<file path="src/rtl/lsu_ctrl.sv">
// rtl/lsu_ctrl.sv - load/store unit: valid/ready core side and memory side, lane steering, extension, misalign check
// Optional feature macro: LSU_TIMEOUT_EN (bounds the WAIT state to TIMEOUT cycles, then returns an error response)
module lsu_ctrl #(
  parameter int TIMEOUT = 16
) (
  input  logic        clk,
  input  logic        rst,
  input  logic        req_valid,
  output logic        req_ready,
  input  logic        req_wen,
  input  logic [31:0] req_addr,
  input  logic [31:0] req_wdata,
  input  logic [1:0]  req_size,
  input  logic        req_unsigned,
  output logic        resp_valid,
  input  logic        resp_ready,
  output logic [31:0] resp_rdata,
  output logic        resp_err,
  output logic        mem_req_valid,
  input  logic        mem_req_ready,
  output logic        mem_wen,
  output logic [31:0] mem_addr,
  output logic [31:0] mem_wdata,
  output logic [7:0]  mem_wmask,
  input  logic        mem_rsp_valid,
  input  logic [31:0] mem_rdata
);

  typedef enum logic [1:0] {IDLE, REQ, WAIT, RESP} state_t;

  // A zero timeout would make WAIT meaningless
  if (TIMEOUT < 1) begin : g_timeout_check
    $error("lsu_ctrl: TIMEOUT must be at least 1");
  end

  state_t      r_state;
  logic        r_wen;
  logic [1:0]  r_off;
  logic [1:0]  r_size;
  logic        r_unsigned;
  logic        r_mem_req_valid;
  logic        r_mem_wen;
  logic [31:0] r_mem_addr;
  logic [31:0] r_mem_wdata;
  logic [3:0]  r_mem_wmask;
  logic        r_resp_valid;
  logic        r_resp_err;
  logic [31:0] r_resp_rdata;

`ifdef LSU_TIMEOUT_EN
  localparam int TW = $clog2(TIMEOUT + 1);
  logic [TW-1:0] r_tmo_cnt;
`endif

  logic        w_misaligned;
  logic [4:0]  w_wshamt;
  logic [31:0] w_wdata_sh;
  logic [3:0]  w_wmask;
  logic [4:0]  w_rshamt;
  logic [15:0] w_lane;
  logic [31:0] w_load;

  // Decode the incoming request: alignment, shifted store data and byte mask
  always_comb begin
    w_wshamt     = {req_addr[1:0], 3'b000};
    w_wdata_sh   = req_wdata << w_wshamt;
    w_wmask      = 4'b0000;
    w_misaligned = 1'b0;
    case (req_size)
      2'b00: w_wmask = 4'b0001 << req_addr[1:0];
      2'b01: begin
        w_wmask      = 4'b0011 << req_addr[1:0];
        w_misaligned = req_addr[0];
      end
      2'b10: begin
        w_wmask      = 4'b1111;
        w_misaligned = (req_addr[1:0] != 2'b00);
      end
      default: w_misaligned = 1'b1;
    endcase
  end

  // Extract and extend the load lane from the returned bus word
  always_comb begin
    w_rshamt = {r_off, 3'b000};
    w_lane   = 16'(mem_rdata >> w_rshamt);
    case (r_size)
      2'b00:   w_load = r_unsigned ? {24'h0, w_lane[7:0]} : {{24{w_lane[7]}}, w_lane[7:0]};
      2'b01:   w_load = r_unsigned ? {16'h0, w_lane} : {{16{w_lane[15]}}, w_lane};
      default: w_load = mem_rdata;
    endcase
  end

  // Main FSM; every output is a register updated here
  always_ff @(posedge clk) begin
    if (rst) begin
      r_state         <= IDLE;
      r_wen           <= 1'b0;
      r_off           <= 2'b00;
      r_size          <= 2'b00;
      r_unsigned      <= 1'b0;
      r_mem_req_valid <= 1'b0;
      r_mem_wen       <= 1'b0;
      r_mem_addr      <= 32'h0;
      r_mem_wdata     <= 32'h0;
      r_mem_wmask     <= 4'h0;
      r_resp_valid    <= 1'b0;
      r_resp_err      <= 1'b0;
      r_resp_rdata    <= 32'h0;
`ifdef LSU_TIMEOUT_EN
      r_tmo_cnt       <= '0;
`endif
    end else begin
      case (r_state)
        IDLE: begin
          if (req_valid) begin
            r_wen        <= req_wen;
            r_off        <= req_addr[1:0];
            r_size       <= req_size;
            r_unsigned   <= req_unsigned;
            r_resp_rdata <= 32'h0;
            if (w_misaligned) begin
              // Error straight to the core, the bus is never touched
              r_resp_valid <= 1'b1;
              r_resp_err   <= 1'b1;
              r_state      <= RESP;
            end else begin
              r_resp_err      <= 1'b0;
              r_mem_req_valid <= 1'b1;
              r_mem_wen       <= req_wen;
              r_mem_addr      <= {req_addr[31:2], 2'b00};
              r_mem_wdata     <= w_wdata_sh;
              r_mem_wmask     <= req_wen ? w_wmask : 4'h0;
              r_state         <= REQ;
            end
          end
        end
        REQ: begin
          if (mem_req_ready) begin
            r_mem_req_valid <= 1'b0;
            r_state         <= WAIT;
`ifdef LSU_TIMEOUT_EN
            r_tmo_cnt       <= '0;
`endif
          end
        end
        WAIT: begin
          if (mem_rsp_valid) begin
            r_resp_rdata <= r_wen ? 32'h0 : w_load;
            r_resp_err   <= 1'b0;
            r_resp_valid <= 1'b1;
            r_state      <= RESP;
          end
`ifdef LSU_TIMEOUT_EN
          else if (r_tmo_cnt == TW'(TIMEOUT - 1)) begin
            r_resp_rdata <= 32'h0;
            r_resp_err   <= 1'b1;
            r_resp_valid <= 1'b1;
            r_state      <= RESP;
          end else begin
            r_tmo_cnt <= r_tmo_cnt + 1'b1;
          end
`endif
        end
        RESP: begin
          if (resp_ready) begin
            r_resp_valid <= 1'b0;
            r_state      <= IDLE;
          end
        end
        default: r_state <= IDLE;
      endcase
    end
  end

  // Held low while reset is asserted even though the state register already reads IDLE
  assign req_ready     = (r_state == IDLE) && !rst;
  assign resp_valid    = r_resp_valid;
  assign resp_rdata    = r_resp_rdata;
  assign resp_err      = r_resp_err;
  assign mem_req_valid = r_mem_req_valid;
  assign mem_wen       = r_mem_wen;
  assign mem_addr      = r_mem_addr;
  assign mem_wdata     = r_mem_wdata;
  assign mem_wmask     = {4'h0, r_mem_wmask};

endmodule

</file>
<file path="config.mk">
export PLATFORM = sky130hd
export DESIGN_NAME = lsu_ctrl
export DESIGN_NICKNAME = d
export VERILOG_FILES = /design/src/rtl/lsu_ctrl.sv
export SDC_FILE = /design/constraint.sdc
export NUM_CORES = 1
export LEC_CHECK = 0
export CAP_MARGIN = 20
export CELL_PAD_IN_SITES_DETAIL_PLACEMENT = 1
export CELL_PAD_IN_SITES_GLOBAL_PLACEMENT = 1
export CORE_MARGIN = 5
export CORE_UTILIZATION = 33
export CTS_BUF_LIST = sky130_fd_sc_hd__clkbuf_16
export DETAILED_ROUTE_END_ITERATION = 10
export PLACE_DENSITY = 0.9
export SYNTH_ARGS = -nofsm -noshare
export SYNTH_HDL_FRONTEND = slang
export SYNTH_SLANG_ARGS = --single-unit
</file>
<file path="constraint.sdc">
create_clock -name clk -period 3 [get_ports clk]
set_input_delay 0.45 -clock clk [delete_from_list [all_inputs] [get_ports clk]]
set_output_delay 0.45 -clock clk [all_outputs]
set_load 0.02 [all_outputs]
</file>
## Word level (Yosys, flattened, before mapping)

Index checks and enable logic that the tools add are counted.

| storage, ports and cells | value |
|---|---|
| register bits | 110 |
| bits of input ports | 106 |
| output and inout bits | 109 |
| word-level logic and storage cells | 74 |

| cells by class | value |
|---|---|
| eq/ne operators | 12 |
| shift-type cells | 4 |
| multiplexer cells | 29 |
| bitwise operators | 1 |
| reduce and logical (&&, ||, !) cells | 15 |

Operators with widths:

| operator | number |
|---|---|
| $mux 32 | 5 |
| $pmux 32 s2 | 2 |
| $shl 32x5->32 | 1 |
| $shr 32x5->16 | 1 |
| $ne 2x2->1 const B | 6 |
| $pmux 4 s3 | 1 |
| $mux 1 | 10 |
| $mux 2 | 5 |
| $pmux 2 s4 | 1 |
| $reduce_and 4->1 | 2 |
| $eq 2x1->1 const B | 3 |
| $eq 2x2->1 const B | 3 |
| $logic_not 2->1 | 3 |
| $pmux 1 s3 | 2 |
| $reduce_and 3->1 | 2 |
| $reduce_bool 2->1 | 3 |
| $reduce_and 5->1 | 1 |
| $mux 4 | 1 |
| $pmux 1 s2 | 2 |
| $shl 1x2->4 const A | 1 |
| $shl 2x2->4 const A | 1 |
| $reduce_bool 3->1 | 1 |
| $reduce_and 2->1 | 1 |
| $logic_and 1x1->1 | 1 |
| 2 further kinds | 2 |

## Logic depth before layout (Yosys ltp)

Gate-level depths: netlist (run 1).

| logic depth | value |
|---|---|
| depth in word-level cells | 6 |
| gate-level depth with buffers | 10 |
| depth with buffers taken out | 6 |

## Least setup slack after synthesis (run 1)

No wires, ideal clock.

| path | value |
|---|---|
| kind | register to register |
| from | reg r_state[0] |
| to | reg r_mem_addr[21], in the netlist mem_addr[21] |
| setup time | 0.132 ns |
| arrival | 1.667 ns |
| data required time | 2.868 ns |
| path slack | 1.201 ns |
| cell stages (with the launch flop) | 11 |
| buffers on the path | 4 |
| path through | dfxtp_1 -> inv_1 -> ha_1 -> and2_1 -> buf_4 -> and3_1 -> buf_2 -> buf_4 -> buf_6 -> nand2_1 -> a21oi_1 |

| on the way | value |
|---|---|
| cells in the longest elaborated chain, start to end | 2 |

Ends and longest elaborated chain:

| item | RTL line | text |
|---|---|---|
| start, declared | 36 | `state_t r_state;` |
| start signal, assigned | 97 | `r_state <= IDLE;` |
| start signal, assigned | 126 | `r_state <= RESP;` |
| start signal, assigned | 134 | `r_state <= REQ;` |
| $logic_not 2->1 | 114 | `case (r_state)` |
| $reduce_and 3->1 (no line) | - |  |
| end signal, assigned | 131 | `r_mem_addr <= {req_addr[31:2], 2'b00};` |
| end, declared | 43 | `logic [31:0] r_mem_addr;` |

No other way between the ends.
A chain may end at the register's enable or synchronous reset.

## Worst setup path after layout (run 1)

| path | value |
|---|---|
| from | reg r_state[0] |
| to | out req_ready |

| on the way | value |
|---|---|
| cells in the longest elaborated chain, start to end | 2 |

Ends and longest elaborated chain:

| item | RTL line | text |
|---|---|---|
| $logic_not 2->1 | 177 | `assign req_ready = (r_state == IDLE) && !rst;` |
| $logic_and 1x1->1 | 177 |  |
| end, declared | 9 | `output logic req_ready,` |

No other way between the ends.

==> results.py, run 1 <==
metrics = {
    "synthesis": {
        "synth_common_cells": "nand2_1, dfxtp_1, a21oi_1",
        "syn_area_um2": 5190,
        "synth_edf_count": 0,
        "yosys.cell_count.top_type": "nand2_1",
        "avgSynthCellArea_um2": 8.31,
        "ys.flop_type": "dfxtp_1",
        "synth.area.top_cells": "dfxtp_1, nand2_1, a21oi_1, mux2i_1, a22oi_1",
        "yosys.area.top_type": "dfxtp_1",
        "ys_ff_latch": 110,
        "synth_top_area_share_pct": 42.4,
        "synth_warnings": 0,
        "seq_area_frac_synth_pct": 42.4,
        "synth-async-reset-ratio_pct": 0,
        "synth.distinct_cells": 50,
        "synthesis.instances": 625,
    },
    "pwr": {
        "p_leak_nw": 2.66,
        "power_density_nw_per_um2": 588,
        "peakVddDrop_mv": 0.286,
    },
    "setup_path": {
        "end_kind": "primary output",
        "path_delay_family": "buffers and inverters",
        "regToRegSetupSlack_ns": 0.77,
        "crit_type": "reg -> out",
        "critPathLaunchType": "flop",
        "worstPathCellList": "inv_1, ha_1, nor2b_1, clkdlybuf4s50_1",
        "crit_path_top_delay_cell": "clkdlybuf4s50_1",
        "regToRegStartpoint": "r_state[0]$_SDFFE_PP0P_",
        "worst-path-max-fanout": 8,
        "startpoint": "r_state[0]$_SDFFE_PP0P_",
        "r2r-end": "r_mem_wmask[3]$_SDFFE_PP0P_",
        "crit_end": "req_ready",
        "critPathBufInv": 2,
        "crit_path_max_incr_delay_ns": 0.61,
        "path_depth": 4,
        "critPathArrivalTime_ns": 1.95,
        "critical_path_required_ns": 2.55,
        "r2r_cells": 8,
    },
    "placement": {
        "portBuffers": 208,
        "dp_hpwl_um": 13900,
        "gp_congestion": 0.860,
        "dp.cells": 1007,
    },
    "drt": {
        "wirelength_um": 18900,
        "drt_iter0_markers": 272,
        "num_vias": 5260,
        "routed_via_density": 5.14,
        "avgRoutedWirePerCell_um": 18.4,
        "drc": 0,
        "first_pass_iters": 5,
        "ant_nets": 0,
    },
    "clocking": {
        "cts_buffer_depth": 2,
        "postCtsSetupBuffers": 0,
        "numCtsBuffers": 9,
        "tritoncts": "built",
        "cts_resized": 0,
        "hold_buffers": 0,
        "cts-htree-levels": 3,
        "cts_root_buf": "clkbuf_16",
        "insertion_delay_ns": 0.35,
        "clock_sinks": 110,
        "clkTransAtPathRegs_ns": 0.08,
    },
    "die": {
        "start_util_pct": 33.9,
        "die_w_um": 135,
        "ios": 215,
        "die_y_um": 135,
        "rows": 45,
        "die_area_um2": 18300,
        "core_area_um2": 15300,
    },
    "cells_and_area": {
        "final_layout_size_suffix_gt1_share_pct": 6.27,
        "final_nets": 920,
        "num_antenna_cells": 0,
        "instances_no_fill": 1024,
        "num-fill-cells": 1810,
        "area_growth_pct": 48.9,
    },
    "timing": {
        "finalHoldViolCount": 0,
        "clock.fmax_ghz": 0.417,
        "final.period_utilization_pct": 79.9,
        "fin_worst_skew_ns": 0.0123,
        "worstMarginPinSlew_ns": 0.695,
        "rsz0062_at_grt": "false",
        "tns_ns": 0,
        "relSlewSlack_pct": 53.5,
        "setup_viol_count_final": 0,
        "finalCriticalPeriod_ns": 2.40,
        "maxSlewViolCount": 0,
    },
    "grt": {
        "grt_pass1_wl_um": 28900,
        "grt_max_degree": 107,
        "grt_pass1_vias": 5440,
        "grt-ovfl-total": 0,
        "gr-usage-all-layers_pct": 19.8,
        "antenna_found_initial": 0,
    },
    "outcome": {
        "outcome": "completed",
    },
    "min_path": {
        "hold_class": "in -> reg",
    },
    "job": {
        "cap_viol_max_count": 0,
    },
}
final cells by class:
class	count	area (um2)	area share, %
Timing Repair Buffer	225	2250	29.1
Clock buffer	9	225	2.91
Inverter	12	45.0	0.583
Sequential cell	110	2200	28.5
Tap cell	211	264	3.41
Clock inverter	7	72.6	0.939
Multi-Input combinational cell	450	2670	34.5
kinds of logic (layout without fill, tap and decap cells):
family / after synthesis / count (layout) / synth area share [%]
AO/OA/AOI/OAI: 180 / 180 / 22.7
other: 1 / 6 / 0.0722
buffers and inverters: 70 / 253 / 6.55
AND/OR/NAND/NOR: 223 / 223 / 19.7
flip-flops: 110 / 110 / 42.4
multiplexers: 35 / 35 / 7.16
adder cells (fa/ha/maj): 6 / 6 / 1.45
metrics by stage:
step / power [W] / cell area (um2) / utilization (%) / hold WS (ns) / setup slack, ns
floorplan: 0.00268 / 5210 / - / 0.463 / 1.20
global placement: 0.00332 / 7410 / 48.4 / 0.437 / 0.552
detailed placement: 0.00337 / 7410 / 48.4 / 0.446 / 0.422
CTS: 0.00459 / 7700 / 50.3 / 0.319 / 0.580
global route: 0.00479 / 7730 / 50.5 / 0.325 / 0.436
finish: 0.00455 / 7730 / 50.5 / 0.328 / 0.604
sequential cells by signal (all words and copies together) (netlist names):
name / cells
mem_addr: 30
mem_req_valid: 1
mem_wdata: 32
mem_wen: 1
r_mem_wmask: 4
r_off: 2
r_size: 2
r_state: 2
r_unsigned: 1
r_wen: 1
resp_err: 1
resp_rdata: 32
resp_valid: 1
placed cells by master (no fill, tap or decap), types with 2 or more instances in the layout:
cell             instances
a211oi_1                 9
mux2_2                   9
a21oi_1                 75
o21ai_0                  3
a22oi_1                 24
nor3_1                  10
o211ai_1                24
clkdlybuf4s50_1        207
nand2_1                129
clkbuf_16                9
o2111ai_1                7
inv_1                   12
nand2b_1                12
nand3_1                 14
nor2_1                  24
dfxtp_1                110
buf_4                   15
nor2b_1                 10
buf_12                   2
o21ai_1                  2
or3_1                    9
o22ai_1                  2
clkinv_4                 2
ha_1                     6
conb_1                   6
o2bb2ai_1                7
o31ai_1                  3
mux2_4                   2
nand3b_1                 4
mux2i_1                 24
o21bai_1                16
power breakdown:
group	switching (W)	internal (W)
sequential	0.000118	0.00161
combinational	0.000919	0.000682
clock	0.000565	0.000650
total	0.00160	0.00294
how the worst min path moves through the flow:
stage	from	to	slack, ns	cells after the start
4_1_cts	rst	resp_valid$_SDFFE_PP0P_	0.32	2
3_3_place_gp	mem_wdata[4]$_SDFFE_PP0P_	mem_wdata[4]$_SDFFE_PP0P_	0.44	2
6_report	rst	r_state[0]$_SDFFE_PP0P_	0.33	2
5_1_grt	rst	r_state[0]$_SDFFE_PP0P_	0.32	2
3_5_place_dp	r_mem_wmask[1]$_SDFFE_PP0P_	r_mem_wmask[1]$_SDFFE_PP0P_	0.45	2
2_1_floorplan	r_unsigned$_SDFFE_PP0P_	r_unsigned$_SDFFE_PP0P_	0.46	2
metal layers:
layer / wire length, um / up-vias / part of all wire [%] / global-route usage, %
met2: 9210 / 180 / 49 / 34.1
li1: - / 2545 / - / -
met4: 473 / 0 / 2.5 / 7.22
met3: 1380 / 29 / 7.3 / 4.72
met5: 0 / - / 0 / 0
met1: 7820 / 2506 / 41 / 24.0
(Power assumes the default switching activity.)
==> run 2: changes to the inputs <==
CORE_UTILIZATION = 31   (was 33)
PLACE_DENSITY = 0.85   (was 0.9)
clock period = 2.5 ns   (was 3 ns; I/O delays follow)
==> run 2 against run 1 <==
Combinational power is 22% higher. Largest cell class unchanged. Clock power is 13% higher. Utilization is 3.7 points lower. Critical endpoint unchanged.
==> results.py, run 2 (synthesis results as in run 1) <==
metrics = {
    "timing": {
        "clock.fmax_ghz": 0.428,
        "final.period_utilization_pct": 93.4,
        "setup_viol_count_final": 0,
        "fin_worst_skew_ns": 0.00808,
        "relSlewSlack_pct": 50.0,
        "rsz0062_at_grt": "false",
        "hold_ws_ns": 0.430,
        "finalCriticalPeriod_ns": 2.34,
        "worst_slack_ns": 0.164,
        "maxSlewViolCount": 0,
        "worstMarginPinSlew_ns": 0.748,
        "finalHoldViolCount": 0,
    },
    "drt": {
        "num_vias": 5276,
        "drc": 0,
        "met2_length_um": 9110,
        "wirelength_um": 18700,
        "routed_via_density": 5.09,
        "drt_iter0_markers": 248,
        "ant_nets": 0,
        "met3RoutedLength_um": 1520,
        "avgRoutedWirePerCell_um": 18.0,
        "routedLengthMet1_um": 7690,
        "first_pass_iters": 4,
        "top_layer": "met4",
    },
    "setup_path": {
        "critPathArrivalTime_ns": 1.96,
        "r2r_cells": 6,
        "crit_path_top_delay_cell": "clkdlybuf4s50_1",
        "r2r-end": "resp_rdata[22]$_SDFFE_PP0P_",
        "regToRegSetupSlack_ns": 0.43,
        "crit_path_max_incr_delay_ns": 0.61,
        "crit_type": "reg -> out",
        "startpoint": "r_state[1]$_SDFFE_PP0P_",
        "worst-path-max-fanout": 8,
        "end_kind": "primary output",
        "critPathLaunchType": "flop",
        "crit_end": "req_ready",
        "worstPathCellList": "inv_1, ha_1, nor2b_1, clkdlybuf4s50_1",
        "critical_path_required_ns": 2.12,
        "regToRegStartpoint": "r_state[0]$_SDFFE_PP0P_",
    },
    "placement": {
        "dp_hpwl_um": 13900,
        "postPlaceCellArea_um2": 7450,
        "gp_congestion": 0.780,
        "pre_cts_slack_ns": -0.0313,
        "dp.cells": 1021,
        "portBuffers": 208,
    },
    "cells_and_area": {
        "layout_commonest_cell": "clkdlybuf4s50_1",
        "final_nets": 924,
        "post-route-cell-area_um2": 7730,
        "instances_no_fill": 1037,
        "final_layout_size_suffix_gt1_share_pct": 6.61,
        "fin_util_pct": 46.8,
        "final_cell_mix": "clkdlybuf4s50_1, nand2_1, dfxtp_1",
        "num_antenna_cells": 0,
        "area_growth_pct": 49.0,
    },
    "grt": {
        "gr-usage-all-layers_pct": 18.6,
        "antenna_found_initial": 0,
        "grt_max_degree": 59,
        "grt_pass1_vias": 5437,
        "grt_pass1_wl_um": 29600,
        "grt-ovfl-total": 0,
    },
    "clocking": {
        "cts_root_buf": "clkbuf_16",
        "cts_buffer_depth": 2,
        "numCtsBuffers": 9,
        "insertion_delay_ns": 0.35,
        "postCtsSetupBuffers": 0,
        "clkTransAtPathRegs_ns": 0.07,
        "clock_sinks": 110,
        "cts-htree-levels": 3,
        "tritoncts": "built",
    },
    "pwr": {
        "peakVddDrop_mv": 0.316,
        "p_leak_nw": 2.66,
        "power_density_nw_per_um2": 698,
        "netSwitchingFraction_pct": 35.9,
        "intPower_w": 0.00346,
        "clkPwrFrac_pct": 25.5,
        "switchingPower_w": 0.00194,
        "seqPwrFrac_pct": 38.4,
        "power_frac_comb_pct": 36.1,
    },
    "die": {
        "die_y_um": 139,
        "ios": 215,
        "core_area_um2": 16500,
        "die_w_um": 139,
        "die_area_um2": 19400,
        "start_util_pct": 31.4,
        "rows": 47,
    },
    "outcome": {
        "outcome": "completed",
    },
    "min_path": {
        "hold_class": "in -> reg",
    },
    "job": {
        "cap_viol_max_count": 0,
    },
}
run 2: cell count changes in the layout (fill, tap and decap cells not counted), sizes merged:
cell | previous run | this run
buf | 18 | 22
clkinvlp | 1 | 2
bufinv | 1 | 0
inv | 13 | 15
clkinv | 4 | 2
run 2: area by class of cell:
type | instances | area (um2)
clock buffers | 9 | 225
repair buffers | 229 | 2260
multi-input cells | 450 | 2680
flip-flops and latches | 110 | 2200
well taps | 220 | 275
fillers | 1936 | 8790
clock inverters | 7 | 48.8
inverters | 12 | 45.0
run 2: critical path: cells and delay by family (launching register included):
kind                       cells  cell delay (ns)
adders and majority gates      1             0.33
buffers and inverters          2             0.77
DFF                            1             0.34
and+or+nand+nor                1             0.17
run 2: power by group through the flow:
stage          Sequential [W]  Clock (W)  Combinational, W
2_1_floorplan         0.00225          0          0.000965
3_3_place_gp          0.00210          0           0.00192
3_5_place_dp          0.00211          0           0.00196
4_1_cts               0.00207    0.00142           0.00196
5_1_grt               0.00210    0.00148           0.00212
6_report              0.00207    0.00138           0.00195
run 2: through the flow:
step           setup TNS (ns)  power [W]
2_1_floorplan               0    0.00322
3_3_place_gp                0    0.00402
3_5_place_dp           -0.249    0.00407
4_1_cts                     0    0.00546
5_1_grt                     0    0.00570
6_report                    0    0.00540
run 2: what timing repair did:
action                                 in CTS  in global routing
setup endpoints to repair                   0                 14
hold buffers                                0                  0
gates resized for setup                     0                  1
endpoints found under the hold margin       0                  0
run 2: worst min-delay path by stage:
stage                     cells past startpoint                       start  slack (ns)                           to
final                                         4                         rst        0.43   resp_rdata[6]$_SDFFE_PP0P_
after global routing                          4                         rst        0.47   resp_rdata[7]$_SDFFE_PP0P_
after CTS                                     4                         rst        0.41  resp_rdata[15]$_SDFFE_PP0P_
after detailed placement                      2  mem_wdata[12]$_SDFFE_PP0P_        0.45   mem_wdata[12]$_SDFFE_PP0P_
after global placement                        2   mem_wdata[4]$_SDFFE_PP0P_        0.44    mem_wdata[4]$_SDFFE_PP0P_
after floorplan                               2     r_unsigned$_SDFFE_PP0P_        0.46      r_unsigned$_SDFFE_PP0P_
run 2: per-layer routing:
layer / vias to the layer above / global-route usage, %
met4: 0 / 5.87
met2: 181 / 31.5
met3: 17 / 6.07
met1: 2523 / 22.5
li1: 2555 / -
met5: - / 0
==> run 3: changes to the inputs <==
CORE_ASPECT_RATIO = 0.9   (was unset)
==> run 3 against run 2 <==
Via count fell by 1.7%. Die area barely moved. Register-to-register slack got worse by 0.04 ns. Fmax rose by 0.55%. Worst setup slack improved by 0.013 ns. Hold slack improved by 0.025 ns. Final cell count fell by 1.6%. Design area fell by 0.21%. Clock-buffer cell count did not move. Combinational power barely moved. Global-route usage fell by 0.087 points. Sequential power barely moved. Critical endpoint unchanged. Largest power group unchanged.
==> results.py, run 3 (synthesis results as in run 1) <==
metrics = {
    "outcome": {
        "outcome": "completed",
    },
    "drt": {
        "drt_iter0_markers": 285,
        "wirelength_um": 18400,
        "drc": 0,
        "ant_nets": 0,
        "routed_via_density": 5.08,
        "avgRoutedWirePerCell_um": 18.0,
        "first_pass_iters": 4,
        "num_vias": 5185,
    },
    "pwr": {
        "power_density_nw_per_um2": 709,
        "netSwitchingFraction_pct": 34.9,
        "clkPwrFrac_pct": 26.7,
        "switchingPower_w": 0.00191,
        "seqPwrFrac_pct": 37.8,
        "p_leak_nw": 2.66,
        "intPower_w": 0.00356,
        "power_frac_comb_pct": 35.6,
        "peakVddDrop_mv": 0.575,
    },
    "clocking": {
        "insertion_delay_ns": 0.35,
        "cts_resized": 0,
        "clkTransAtPathRegs_ns": 0.07,
        "cts_root_buf": "clkbuf_16",
        "numCtsBuffers": 9,
        "cts-htree-levels": 3,
        "cts_buffer_depth": 2,
        "postCtsSetupBuffers": 0,
        "tritoncts": "built",
        "hold_buffers": 0,
        "clock_sinks": 110,
    },
    "cells_and_area": {
        "seq_area_um2": 2200,
        "multi_input_area_um2": 2670,
        "instances_no_fill": 1020,
        "area_growth_pct": 48.7,
        "final_nets": 920,
        "final_layout_size_suffix_gt1_share_pct": 6.27,
        "post-route-cell-area_um2": 7720,
        "layout_commonest_cell": "clkdlybuf4s50_1",
        "num_antenna_cells": 0,
        "num-fill-cells": 1904,
        "final_cell_mix": "clkdlybuf4s50_1, nand2_1, dfxtp_1",
    },
    "setup_path": {
        "worst-path-max-fanout": 8,
        "critical_path_required_ns": 2.12,
        "crit_type": "reg -> out",
        "regToRegStartpoint": "r_state[0]$_SDFFE_PP0P_",
        "critPathArrivalTime_ns": 1.95,
        "critPathLaunchType": "flop",
        "end_kind": "primary output",
        "startpoint": "r_state[0]$_SDFFE_PP0P_",
    },
    "die": {
        "die_area_um2": 19400,
        "core_area_um2": 16300,
        "rows": 44,
        "start_util_pct": 31.9,
        "die_y_um": 133,
        "die_w_um": 146,
        "ios": 215,
    },
    "timing": {
        "worstMarginPinSlew_ns": 0.837,
        "maxSlewViolCount": 0,
        "relSlewSlack_pct": 43.8,
        "clock.fmax_ghz": 0.431,
        "final.period_utilization_pct": 92.9,
        "fin_worst_skew_ns": 0.00855,
        "worst_slack_ns": 0.177,
        "finalCriticalPeriod_ns": 2.32,
        "finalHoldViolCount": 0,
        "tns_ns": 0,
        "setup_viol_count_final": 0,
        "hold_ws_ns": 0.455,
        "rsz0062_at_grt": "false",
    },
    "min_path": {
        "worstHoldStart": "mem_wdata[9]$_SDFFE_PP0P_",
        "hold_class": "reg -> reg",
    },
    "placement": {
        "postPlaceCellArea_um2": 7420,
        "gp_congestion": 0.801,
        "dp_hpwl_um": 13700,
        "portBuffers": 208,
        "dp.cells": 1004,
        "pre_cts_slack_ns": 0.194,
    },
    "job": {
        "cap_viol_max_count": 0,
    },
    "grt": {
        "grt-ovfl-total": 0,
        "antenna_found_initial": 0,
        "gr-usage-all-layers_pct": 18.6,
        "grt_pass1_wl_um": 29300,
        "grt_pass1_vias": 5304,
        "grt_max_degree": 60,
    },
}
[run 3: worst max-delay path, stage by stage, from the launching register on]
cell	delay [ns]
dfxtp_1	0.35
inv_1	0.13
ha_1	0.30
nor2b_1	0.20
clkdlybuf4s50_1	0.63
[run 3: final timing paths]
path | endpoint | slack [ns] | cells past startpoint
worst max-delay path | req_ready | 0.18 | 4
worst min-delay path | mem_wdata[9]$_SDFFE_PP0P_ | 0.45 | 2
worst max register to register | resp_rdata[5]$_SDFFE_PP0P_ | 0.39 | 6
worst min register to register | mem_wdata[9]$_SDFFE_PP0P_ | 0.45 | 2
[run 3: power by group through the flow]
stage          clock, W  combinational (W)  sequential [W]
2_1_floorplan         0           0.000965         0.00225
3_3_place_gp          0            0.00193         0.00210
3_5_place_dp          0            0.00195         0.00211
4_1_cts         0.00151            0.00197         0.00207
5_1_grt         0.00158            0.00211         0.00209
6_report        0.00146            0.00195         0.00207
[run 3: metrics by stage]
step                util [%]  power (W)
finish                  47.4    0.00547
global route            47.4    0.00578
CTS                     47.4    0.00555
detailed placement      45.5    0.00406
global placement        45.5    0.00403
floorplan                  -    0.00322
[run 3: area by class of cell]
class | instances | share of cell area [%]
Clock buffer | 9 | 2.92
Timing Repair Buffer | 225 | 29.1
Sequential cell | 110 | 28.5
Clock inverter | 7 | 0.940
Multi-Input combinational cell | 450 | 34.6
Tap cell | 207 | 3.36
Inverter | 12 | 0.584
[run 3: metal layers]
layer / GRT usage, % / share of wire (%) / up-vias
met3: 4.86 / 5.7 / 18
met5: 0 / 0 / -
met2: 29.9 / 46 / 153
li1: - / - / 2545
met1: 24.7 / 47 / 2469
met4: 5.02 / 1.7 / 0
